**config.mk**
```make
export PLATFORM = sky130hd
export DESIGN_NAME = sdram_slot_arbiter
export DESIGN_NICKNAME = d
export VERILOG_FILES = /design/src/rtl/sdram_slot_arbiter.sv
export SDC_FILE = /design/constraint.sdc
export NUM_CORES = 1
export LEC_CHECK = 0
export ABC_AREA = 1
export ABC_CLOCK_PERIOD_IN_PS = 2400
export BUFFER_PORTS_ARGS = -buffer_cell sky130_fd_sc_hd__buf_4
export CORE_ASPECT_RATIO = 0.9
export CORE_UTILIZATION = 40
export CTS_CLUSTER_DIAMETER = 30
export DETAILED_ROUTE_END_ITERATION = 10
export PLACE_DENSITY = 0.72
export SLEW_MARGIN = 40
export SYNTH_ARGS = -nofsm -noshare
export SYNTH_HDL_FRONTEND = slang
export SYNTH_SLANG_ARGS = --single-unit
```
**constraint.sdc**
```tcl
create_clock -name clk_sys -period 2.4 [get_ports clk_sys]
set_input_delay 0.36 -clock clk_sys [delete_from_list [all_inputs] [get_ports clk_sys]]
set_output_delay 0.36 -clock clk_sys [all_outputs]
set_load 0.01 [all_outputs]
```
**src/rtl/sdram_slot_arbiter.sv**
```systemverilog
// sdram_slot_arbiter: one SDRAM access per clkref slot, shared by boot loader, Z80 and DMA.
// Priority is boot > starved DMA > CPU > DMA; starve_cnt forces DMA after STARVE CPU grants.
module sdram_slot_arbiter #(
    parameter int AW     = 23,
    parameter int STARVE = 3
) (
    input  logic          clk_sys,
    input  logic          reset,
    input  logic          clkref,
    input  logic          boot_req,
    input  logic [AW-1:0] boot_addr,
    input  logic [7:0]    boot_din,
    output logic          boot_ack,
    input  logic          cpu_req,
    input  logic          cpu_we,
    input  logic [AW-1:0] cpu_addr,
    input  logic [7:0]    cpu_din,
    output logic [7:0]    cpu_dout,
    output logic          cpu_ack,
    input  logic          dma_req,
    input  logic          dma_we,
    input  logic [AW-1:0] dma_addr,
    input  logic [7:0]    dma_din,
    output logic [7:0]    dma_dout,
    output logic          dma_ack,
    output logic          mem_oe,
    output logic          mem_we,
    output logic [AW-1:0] mem_addr,
    output logic [7:0]    mem_din,
    input  logic [7:0]    mem_dout
);
    typedef enum logic {IDLE, BUSY} state_t;
    localparam logic [1:0] NONE = 2'd0, BOOT = 2'd1, CPU = 2'd2, DMA = 2'd3;
    state_t        state;
    logic [1:0]    owner, winner;
    logic [3:0]    starve_cnt;
    logic          boot_el, cpu_el, dma_el, win_we;
    logic [AW-1:0] win_addr;
    logic [7:0]    win_din;
    always_comb begin
        // a requester whose ack is still high has not yet dropped its stale req
        boot_el  = boot_req && !boot_ack;
        cpu_el   = cpu_req && !cpu_ack;
        dma_el   = dma_req && !dma_ack;
        winner   = boot_el ? BOOT :
                   (dma_el && starve_cnt == 4'(STARVE)) ? DMA :
                   cpu_el ? CPU :
                   dma_el ? DMA : NONE;
        win_we   = winner == BOOT || (winner == CPU && cpu_we) || (winner == DMA && dma_we);
        win_addr = winner == BOOT ? boot_addr : winner == CPU ? cpu_addr : dma_addr;
        win_din  = winner == BOOT ? boot_din : winner == CPU ? cpu_din : dma_din;
    end
    always_ff @(posedge clk_sys) begin
        if (reset) begin
            state      <= IDLE;
            owner      <= NONE;
            starve_cnt <= '0;
            mem_oe     <= 1'b0;
            mem_we     <= 1'b0;
            mem_addr   <= '0;
            mem_din    <= '0;
            boot_ack   <= 1'b0;
            cpu_ack    <= 1'b0;
            dma_ack    <= 1'b0;
            cpu_dout   <= 8'hFF;
            dma_dout   <= 8'hFF;
        end else begin
            boot_ack <= 1'b0;
            cpu_ack  <= 1'b0;
            dma_ack  <= 1'b0;
            if (!dma_req) starve_cnt <= '0;
            if (clkref) begin
                if (state == BUSY) begin
                    boot_ack <= owner == BOOT;
                    cpu_ack  <= owner == CPU;
                    dma_ack  <= owner == DMA;
                    if (mem_oe && owner == CPU) cpu_dout <= mem_dout;
                    if (mem_oe && owner == DMA) dma_dout <= mem_dout;
                end
                state  <= winner == NONE ? IDLE : BUSY;
                owner  <= winner;
                mem_oe <= winner != NONE && !win_we;
                mem_we <= win_we;
                if (winner != NONE) begin
                    mem_addr <= win_addr;
                    mem_din  <= win_din;
                end
                if (winner == DMA)
                    starve_cnt <= '0;
                else if (winner == CPU && dma_req && starve_cnt != 4'(STARVE))
                    starve_cnt <= starve_cnt + 4'd1;
            end
        end
    end
endmodule

```
# Word-level counts from Yosys, hierarchy flattened

Cells that the tools add are included.

Add/sub/neg operators: 1
Eq/ne operators: 8
Muxes and demuxes: 13
Bitwise operators: 2
Reductions and logical operators: 23

Operators by type and width:

| cell                                                | number |
|---|---|
| 2-to-1 mux 23 bit                                   | 2 |
| 2-to-1 mux 4 bit                                    | 4 |
| 2-to-1 mux 8 bit                                    | 2 |
| logical AND 1 bit                                   | 11 |
| equality test 2 bit, second input constant          | 4 |
| 2-to-1 mux 2 bit                                    | 4 |
| AND reduction 3 bit                                 | 2 |
| adder 4 x 1 -> 4 bit, second input constant         | 1 |
| equality test 2 x 1 -> 1 bit, second input constant | 2 |
| equality test 4 x 2 -> 1 bit, second input constant | 1 |
| zero test 1 bit                                     | 4 |
| != test 4 x 2 -> 1 bit, second input constant       | 1 |
| OR reduction 3 bit                                  | 1 |
| zero test 2 bit                                     | 1 |
| logical OR 1 bit                                    | 2 |
| inverter 1 bit                                      | 2 |
| AND reduction 2 bit                                 | 1 |
| nonzero test 2 bit                                  | 1 |
| 2-to-1 mux 1 bit                                    | 1 |

Register bits after elaboration: 59
Bits of input ports: 109
Output and inout bits: 52
Word-level logic and storage cells: 59

# Longest topological paths before layout

Gate-level depths: netlist of run 1.

Depth in word-level cells: 12
Mapped depth: 11
Depth with buffers taken out: 10

# Worst setup path after synthesis of run 1

No wires, ideal clock.

Kind: register to register
Start: register starve_cnt[0]
End: register mem_addr[0]
Library setup time: 0.119 ns
Arrival: 1.267 ns
Required time: 2.281 ns
Path slack: 1.014 ns
Stages on the path, launching flop included: 9
Path buffers: 1
Period minus slack after synthesis: 1.386 ns
Cell sequence: dfxtp_1 -> ha_1 -> nand2_1 -> nand2_1 -> nand2_2 -> clkbuf_1 -> nand3b_1 -> nand3_1 -> a21oi_1

Word-level cells in the longest chain between the ends: 7
Elaborated cells on any way between the ends: 10
Classes of those cells: eq/ne: 3; mux: 4; reduce/logical: 3

Ends and longest elaborated chain:

| item                             | line | text |
|---|---|---|
| start, declared                  | 36   | `logic [3:0] starve_cnt;` |
| start signal, assigned           | 91   | `starve_cnt <= starve_cnt + 4'd1;` |
| equality test 4 x 2 -> 1 bit (*) | 46   | `(dma_el && starve_cnt == 4'(STARVE)) ? DMA :` |
| logical AND 1 bit (*)            | 46   |  |
| 2-to-1 mux 2 bit (*)             | 46   |  |
| 2-to-1 mux 2 bit (*)             | 45   | `winner = boot_el ? BOOT :` |
| equality test 2 bit              | 50   | `win_addr = winner == BOOT ? boot_addr : winner == CPU ? cpu_addr : dma_addr;` |
| 2-to-1 mux 23 bit (2 in series)  | 50   |  |
| end signal, assigned             | 85   | `mem_addr <= win_addr;` |
| end, declared                    | 28   | `output logic [AW-1:0] mem_addr,` |

Mark *: on every way between the ends. The rest lies on a longest branch, timed or not.
A chain may end at the register's enable or synchronous reset.

# Final worst setup path of run 1

Start: register starve_cnt[0]
End: register starve_cnt[1]

Word-level cells in the longest chain between the ends: 10
Elaborated cells on any way between the ends: 13
Classes of those cells: add/sub: 1; eq/ne: 4; mux: 5; reduce/logical: 3

Ends and longest elaborated chain:

| item                            | line | text |
|---|---|---|
| equality test 4 x 2 -> 1 bit    | 46   |  |
| logical AND 1 bit               | 46   |  |
| 2-to-1 mux 2 bit                | 46   |  |
| 2-to-1 mux 2 bit                | 45   |  |
| equality test 2 bit             | 90   | `else if (winner == CPU && dma_req && starve_cnt != 4'(STARVE))` |
| logical AND 1 bit (2 in series) | 90   |  |
| 2-to-1 mux 4 bit                | 90   |  |
| 2-to-1 mux 4 bit (*)            | 88   | `if (winner == DMA)` |
| 2-to-1 mux 4 bit (*)            | 72   | `if (clkref) begin` |

Marks and branches as above.

==> run metrics, run 1 <==
Worst-path clk slew=60 ps; root buffer cell=clkbuf_8; residual DRC count=0; Achievable Freq=0.515 GHz; maximum number of pins on one net before global-route repair=36; Maximum Capacitance Violations=0; compound-cell area share of the yosys netlist=17.4%; slew at the pin closest to its max-slew limit=533 ps; register bit count reported by yosys=59; post-layout minimum cycle time=1940 ps; via count of the first global-routing pass=3436; Period Utilization, post-route=80.9%; area fraction of the dominant cell type after synthesis=38.6%; floorplan die width=94.2 um; post-detailed-placement cell area=0.00430 mm^2; total wire length after detailed routing=10.1 mm; number of fill cells in the layout=682; category of the worst setup path launch point=flop; area leader, netlist=dfxtp_1; first-pass GRT wire length=16.2 mm; combined area of all synthesized cells=0.00306 mm^2; reg2reg setup slack=460 ps; mux share of post-synthesis cell area=0%; critical path capture point type=flop; total number of vias=3576; fraction of the mapped netlist area in simple logic gates=32.1%; library cell with the highest instance count after synthesis=nand2_1; number of setup buffers added after CTS=0; H-tree levels=3; Final Wtd Congestion=0.788; area of all placed cells without fillers=0.00446 mm^2; Critical-path top delay cell=dfxtp_1; # placed instances=678; antenna cells=0; result of the run=complete, no violations; DRT antenna net count=0; Arr. time, crit path=2210 ps; RSZ-0062 raised after global routing=no; Net Count, Synth=557; sequential element share of the synthesized area=38.6%; CTS max path bufs=2; Num CTS Buffers=9; count of flip-flops with a built-in enable after synthesis=0; main combinational cell family by area after synthesis=simple AND/OR/NAND/NOR gates; Core Rows=29; die height=85.0 um; post-layout utilization of the core=61.8%; Overflow after GRT=0; Power Density=528 mW/mm^2; initial antenna violation count=0; total routing usage reported by global routing=25.9%; most common library cells after synthesis=nand2_1, a21oi_1, dfxtp_1, nand3_1, inv_1; HPWL after detailed placement=7.35 mm; Fin. Hold Viols=0; area of the core=0.00722 mm^2; initial standard-cell utilization of the core=42.4%; routed wirelength normalized by instance count=14.6 um; first-pass iteration count of the detailed router=4; vias per cell=5.17; required time of the critical path=2670 ps; count of non-filler cells in the finished layout=692; crit-path max cell delay=360 ps; xor-xnor portion of the synthesized cell area=0.286%; share of post-route cells with drive strength above 1=33.6%; maximum fanout along the worst path=24; source-to-sink clock delay at the later pin of the worst-skew pair=330 ps; Worst IR Drop VDD=0.000362 V; Worst Path Class, Setup=flop to flop; net count of the finished layout=706; number of top-level pins=161; area growth from synthesis to layout=45.9%; Pins Over Slew Limit=0; Post-synth ARST share=0%; instance count of the mapped netlist=447; final total negative setup slack=0 ps; count of input and output buffers=160; Gates resized, CTS repair=0; worst clock skew=9.31 ps; number of buffers inserted by hold repair at cts=0; CP cell instances=ha_1, nand2_1, nand2_1, nand2_2, buf_4, nand3_1, nand2_1, nand3_1, a21oi_1; Synth cell types=27; reported leakage power=2.24 nW; average footprint of a synthesized cell=6.84 um^2; most used flip-flop cell after synthesis=dfxtp_1; clock sink count=59; CP most frequent cell=nand2_1; adder-cell share of the synthesized area=0.409%; ranking of synthesized cells by area=dfxtp_1, a21oi_1, nand2_1; warning count from the yosys run=0; CTS tree=built; number of DRC violations after detailed-routing iteration 0=187; number of setup violations in the final report=0; area of the die=0.00800 mm^2; Max-Slew Margin vs Limit=64.4%; worst hold-check path type=input pin to flop
-- stage by stage --
step,worst slack (ps),power [mW],hold WS (ps)
after global routing,308,2.48,256
after floorplan,1010,1.33,437
final,458,2.36,257
after global placement,538,1.60,441
after detailed placement,456,1.60,445
after CTS,449,2.37,244
-- kinds of logic (layout without fill, tap and decap cells) --
kind of cell,after synthesis,in the layout
adder cells (fa/ha/maj),1,1
XOR/XNOR,1,1
AND/OR/NAND/NOR,200,200
buffers and inverters,81,233
flip-flops,59,59
AO/OA/AOI/OAI,105,105
-- worst paths after layout --
path | startpoint | endpoint | cells past startpoint
setup reg to reg | starve_cnt[0] | starve_cnt[1] | 9
setup / recovery | starve_cnt[0] | starve_cnt[1] | 9
hold / removal | mem_dout[2] | cpu_dout[2] | 3
hold reg to reg | dma_dout[7] | dma_dout[7] | 2
-- report_power, final --
part | switching (mW) | total [mW] | internal, mW
clock network | 0.362 | 0.775 | 0.413
registers | 0.0296 | 1.06 | 1.03
logic | 0.260 | 0.522 | 0.261
-- sequential cells by signal, indices dropped and copies added (netlist names) --
name,flops
boot_ack,1
dma_ack,1
owner,2
mem_addr,23
cpu_ack,1
cpu_dout,8
dma_dout,8
mem_we,1
starve_cnt,4
mem_oe,1
mem_din,8
state,1
-- worst max-delay path: cells and delay by family (launching register included) --
family | cells | cell delay (ps)
buffers and inverters | 1 | 360
and+or+nand+nor | 6 | 770
DFF | 1 | 360
adders and majority gates | 1 | 260
AOI/OAI and AO/OA | 1 | 110
-- placed cells by master, fill, tap and decap left out --
cell,instances
a21boi_1,1
a21oi_1,69
a21oi_4,1
and3_1,1
buf_4,169
clkbuf_8,11
clkinv_1,2
clkinv_2,3
dfxtp_1,59
ha_1,1
inv_1,39
inv_2,9
nand2_1,90
nand2_2,3
nand3_1,59
nand3b_1,31
nand4_1,5
nor2_1,5
nor2_2,3
nor2_4,1
nor3_1,1
o21ai_0,32
o21ai_1,2
or2_2,1
xnor2_1,1
-- cell type report --
| type | count | area [um^2] | area share [%] |
|---|---|---|---|
| well taps | 93 | 116 | 2.61 |
| flip-flops and latches | 59 | 1180 | 26.5 |
| clock buffers | 11 | 151 | 3.39 |
| clock inverters | 3 | 15.0 | 0.336 |
| inverters | 50 | 188 | 4.21 |
| repair buffers | 169 | 1270 | 28.4 |
| multi-input cells | 307 | 1540 | 34.6 |
-- metal layers --
metal	share of wire, %	vias up	global-route usage [%]
met5	0	-	0
met4	1.9	0	9.09
met3	7.2	13	4.12
met2	49	133	43.8
met1	42	1658	33.2
li1	-	1772	-
(Power assumes the default switching activity.)
==> inputs of run 2 (changes only) <==
--- a/config.mk
+++ b/config.mk
@@ -6,7 +6,7 @@
 export NUM_CORES = 1
 export LEC_CHECK = 0
 export ABC_AREA = 1
-export ABC_CLOCK_PERIOD_IN_PS = 2400
+export ABC_CLOCK_PERIOD_IN_PS = 1900
 export BUFFER_PORTS_ARGS = -buffer_cell sky130_fd_sc_hd__buf_4
 export CORE_ASPECT_RATIO = 0.9
 export CORE_UTILIZATION = 40
==> constraint.sdc (replaced) <==
create_clock -name clk_sys -period 1.9 [get_ports clk_sys]
set_input_delay 0.285 -clock clk_sys [delete_from_list [all_inputs] [get_ports clk_sys]]
set_output_delay 0.285 -clock clk_sys [all_outputs]
set_load 0.01 [all_outputs]
==> run 2 against run 1 <==
  * Critical path depth unchanged
  * Non-clock buffer count is 2 higher
  * First-iteration DRC count shrank 4.8%
  * Utilization increased by 0.42 points
  * Clock skew down 1.1 ps
  * Worst hold slack got worse by 75 ps
  * Cell count is 0.43% higher
  * Worst setup slack lost 230 ps
  * Combinational power increased by 28%
  * Clock power increased by 33%
  * Sequential cell count is the same
  * Maximum frequency is 16% higher
  * Critical endpoint is now starve_cnt[0]
==> run metrics, run 2 (same netlist as run 1, synthesis figures left out) <==
Maximum Capacitance Violations=0 (unchanged); post-place setup slack=176 ps (was 456 ps); start point of the critical path=starve_cnt[0] (unchanged); CP most frequent cell=nand2_1 (unchanged); first-pass iteration count of the detailed router=4 (unchanged); CP cell instances=ha_1, nand2_1, nand2_1, nand2_2, buf_4, nand3_1, nand2_1, nand3_1, a21oi_1 (unchanged); critical path capture point type=flop (unchanged); slew at the pin closest to its max-slew limit=529 ps (was 533 ps); count of cell instances traversed by the critical path=9 (unchanged); required time of the critical path=2170 ps (was 2670 ps); worst setup path endpoint=starve_cnt[0] (was starve_cnt[1]); first-pass GRT wire length=16.3 mm (was 16.2 mm); Critical-path top delay cell=dfxtp_1 (unchanged); Power Density=677 mW/mm^2 (was 528 mW/mm^2); area of the die=0.00800 mm^2 (unchanged); Overflow after GRT=0 (unchanged); area growth from synthesis to layout=46.9% (was 45.9%); RR Startpoint=starve_cnt[0] (unchanged); root buffer cell=clkbuf_8 (unchanged); residual DRC count=0 (unchanged); CTS max path bufs=2 (unchanged); maximum fanout along the worst path=22 (was 24); length in cells of the worst reg-to-reg path=9 (unchanged); worst hold slack=181 ps (was 257 ps); Worst IR Drop VDD=0.000399 V (was 0.000362 V); CTS tree=built (unchanged); number of DRC violations after detailed-routing iteration 0=178 (was 187); Core Rows=29 (unchanged); clock sink count=59 (unchanged); antenna cells=0 (unchanged); Num CTS Buffers=9 (unchanged); Arr. time, crit path=1930 ps (was 2210 ps); number of top-level pins=161 (unchanged); total routing usage reported by global routing=26.1% (was 25.9%); number of flip-flops in the largest register=23 (unchanged); post-layout minimum cycle time=1670 ps (was 1940 ps); DRT antenna net count=0 (unchanged); Worst Path Class, Setup=flop to flop (unchanged); initial standard-cell utilization of the core=42.4% (unchanged); routed wirelength normalized by instance count=14.8 um (was 14.6 um); source-to-sink clock delay at the later pin of the worst-skew pair=330 ps (about the same); number of fill cells in the layout=647 (was 682); post-layout utilization of the core=62.2% (was 61.8%); crit-path max cell delay=360 ps (about the same); register with the highest flop count=mem_addr (unchanged); Final Wtd Congestion=0.851 (was 0.788); vias per cell=5.23 (was 5.17); Max-Slew Margin vs Limit=64.7% (was 64.4%); Achievable Freq=0.600 GHz (was 0.515 GHz); RSZ-0062 raised after global routing=no (unchanged); number of setup buffers added after CTS=0 (unchanged); floorplan die width=94.2 um (unchanged); post-detailed-placement cell area=0.00431 mm^2 (was 0.00430 mm^2); most common cell after layout, fill and taps aside=buf_4 (unchanged); area of the core=0.00722 mm^2 (unchanged); HPWL after detailed placement=7.66 mm (was 7.35 mm); net count of the finished layout=708 (was 706); total number of vias=3633 (was 3576); most used cells in the layout excluding fill and tap cells=buf_4, nand2_1, a21oi_1 (unchanged); reg2reg setup slack=230 ps (was 460 ps); result of the run=complete, no violations (unchanged); Worst-path clk slew=60 ps (about the same); total wire length after detailed routing=10.3 mm (was 10.1 mm); final total negative setup slack=0 ps (unchanged); count of input and output buffers=160 (unchanged); reported leakage power=2.25 nW (was 2.24 nW); category of the worst setup path launch point=flop (unchanged); number of setup violations in the final report=0 (unchanged); Pins Over Slew Limit=0 (unchanged); area of all placed cells without fillers=0.00449 mm^2 (was 0.00446 mm^2); worst clock skew=8.20 ps (was 9.31 ps); Period Utilization, post-route=87.8% (was 80.9%); sum of buffers and inverters on the critical path=1 (unchanged); maximum number of pins on one net before global-route repair=36 (unchanged); initial antenna violation count=0 (unchanged); die height=85.0 um (unchanged); reg-to-reg critical path endpoint=starve_cnt[0] (was starve_cnt[1]); Fin. Hold Viols=0 (unchanged); CP top delay family=simple AND/OR/NAND/NOR gates (unchanged); share of post-route cells with drive strength above 1=33.7% (was 33.6%); worst path setup slack after routing=232 ps (was 458 ps); via count of the first global-routing pass=3442 (was 3436); worst hold-check path type=input pin to flop (unchanged); H-tree levels=3 (unchanged)
## run 2: stage by stage
step,power (mW),instances
2_1_floorplan,1.68,447
3_3_place_gp,2.02,680
3_5_place_dp,2.03,680
4_1_cts,3.06,695
5_1_grt,3.21,695
6_report,3.04,695
## run 2: area by class of cell
class | instances | area [um^2] | area share (%)
Multi-Input combinational cell | 307 | 1540 | 34.3
Tap cell | 93 | 116 | 2.59
Clock buffer | 13 | 169 | 3.76
Sequential cell | 59 | 1180 | 26.3
Clock inverter | 2 | 10.0 | 0.223
Inverter | 50 | 190 | 4.23
Timing Repair Buffer | 171 | 1280 | 28.6
## run 2: layer usage
metal	vias to the layer above	global-route usage (%)	routed length [um]
met2	176	43.8	5070
met3	21	7.26	888
met5	-	0	0
met1	1656	31.8	4110
met4	0	8.81	250
li1	1780	-	-
## run 2: how the worst min path moves through the flow
| stage | slack [ps] | cells after the start | start | to |
|---|---|---|---|---|
| 6_report | 180 | 3 | mem_dout[1] | cpu_dout[1] |
| 2_1_floorplan | 410 | 2 | mem_dout[0] | cpu_dout[0] |
| 3_3_place_gp | 440 | 2 | dma_dout[7] | dma_dout[7] |
| 4_1_cts | 170 | 3 | mem_dout[1] | cpu_dout[1] |
| 5_1_grt | 170 | 3 | mem_dout[7] | cpu_dout[7] |
| 3_5_place_dp | 440 | 2 | cpu_dout[2] | cpu_dout[2] |
## run 2: tightest hold or removal path: cells and delay by family
kind / cells / cell delay (ps)
buffers and inverters: 1 / 80
and+or+nand+nor: 2 / 110
## run 2: repair_timing
item | in CTS | in global routing
hold buffers | 0 | 0
resized for setup | 0 | 2
endpoints found under the setup margin | 0 | 1
## run 2: where the power goes
group	switching, mW	internal, mW	leakage, nW
sequential	0.0372	1.30	0.485
combinational	0.336	0.334	1.67
clock	0.464	0.569	0.0953
total	0.837	2.21	2.25
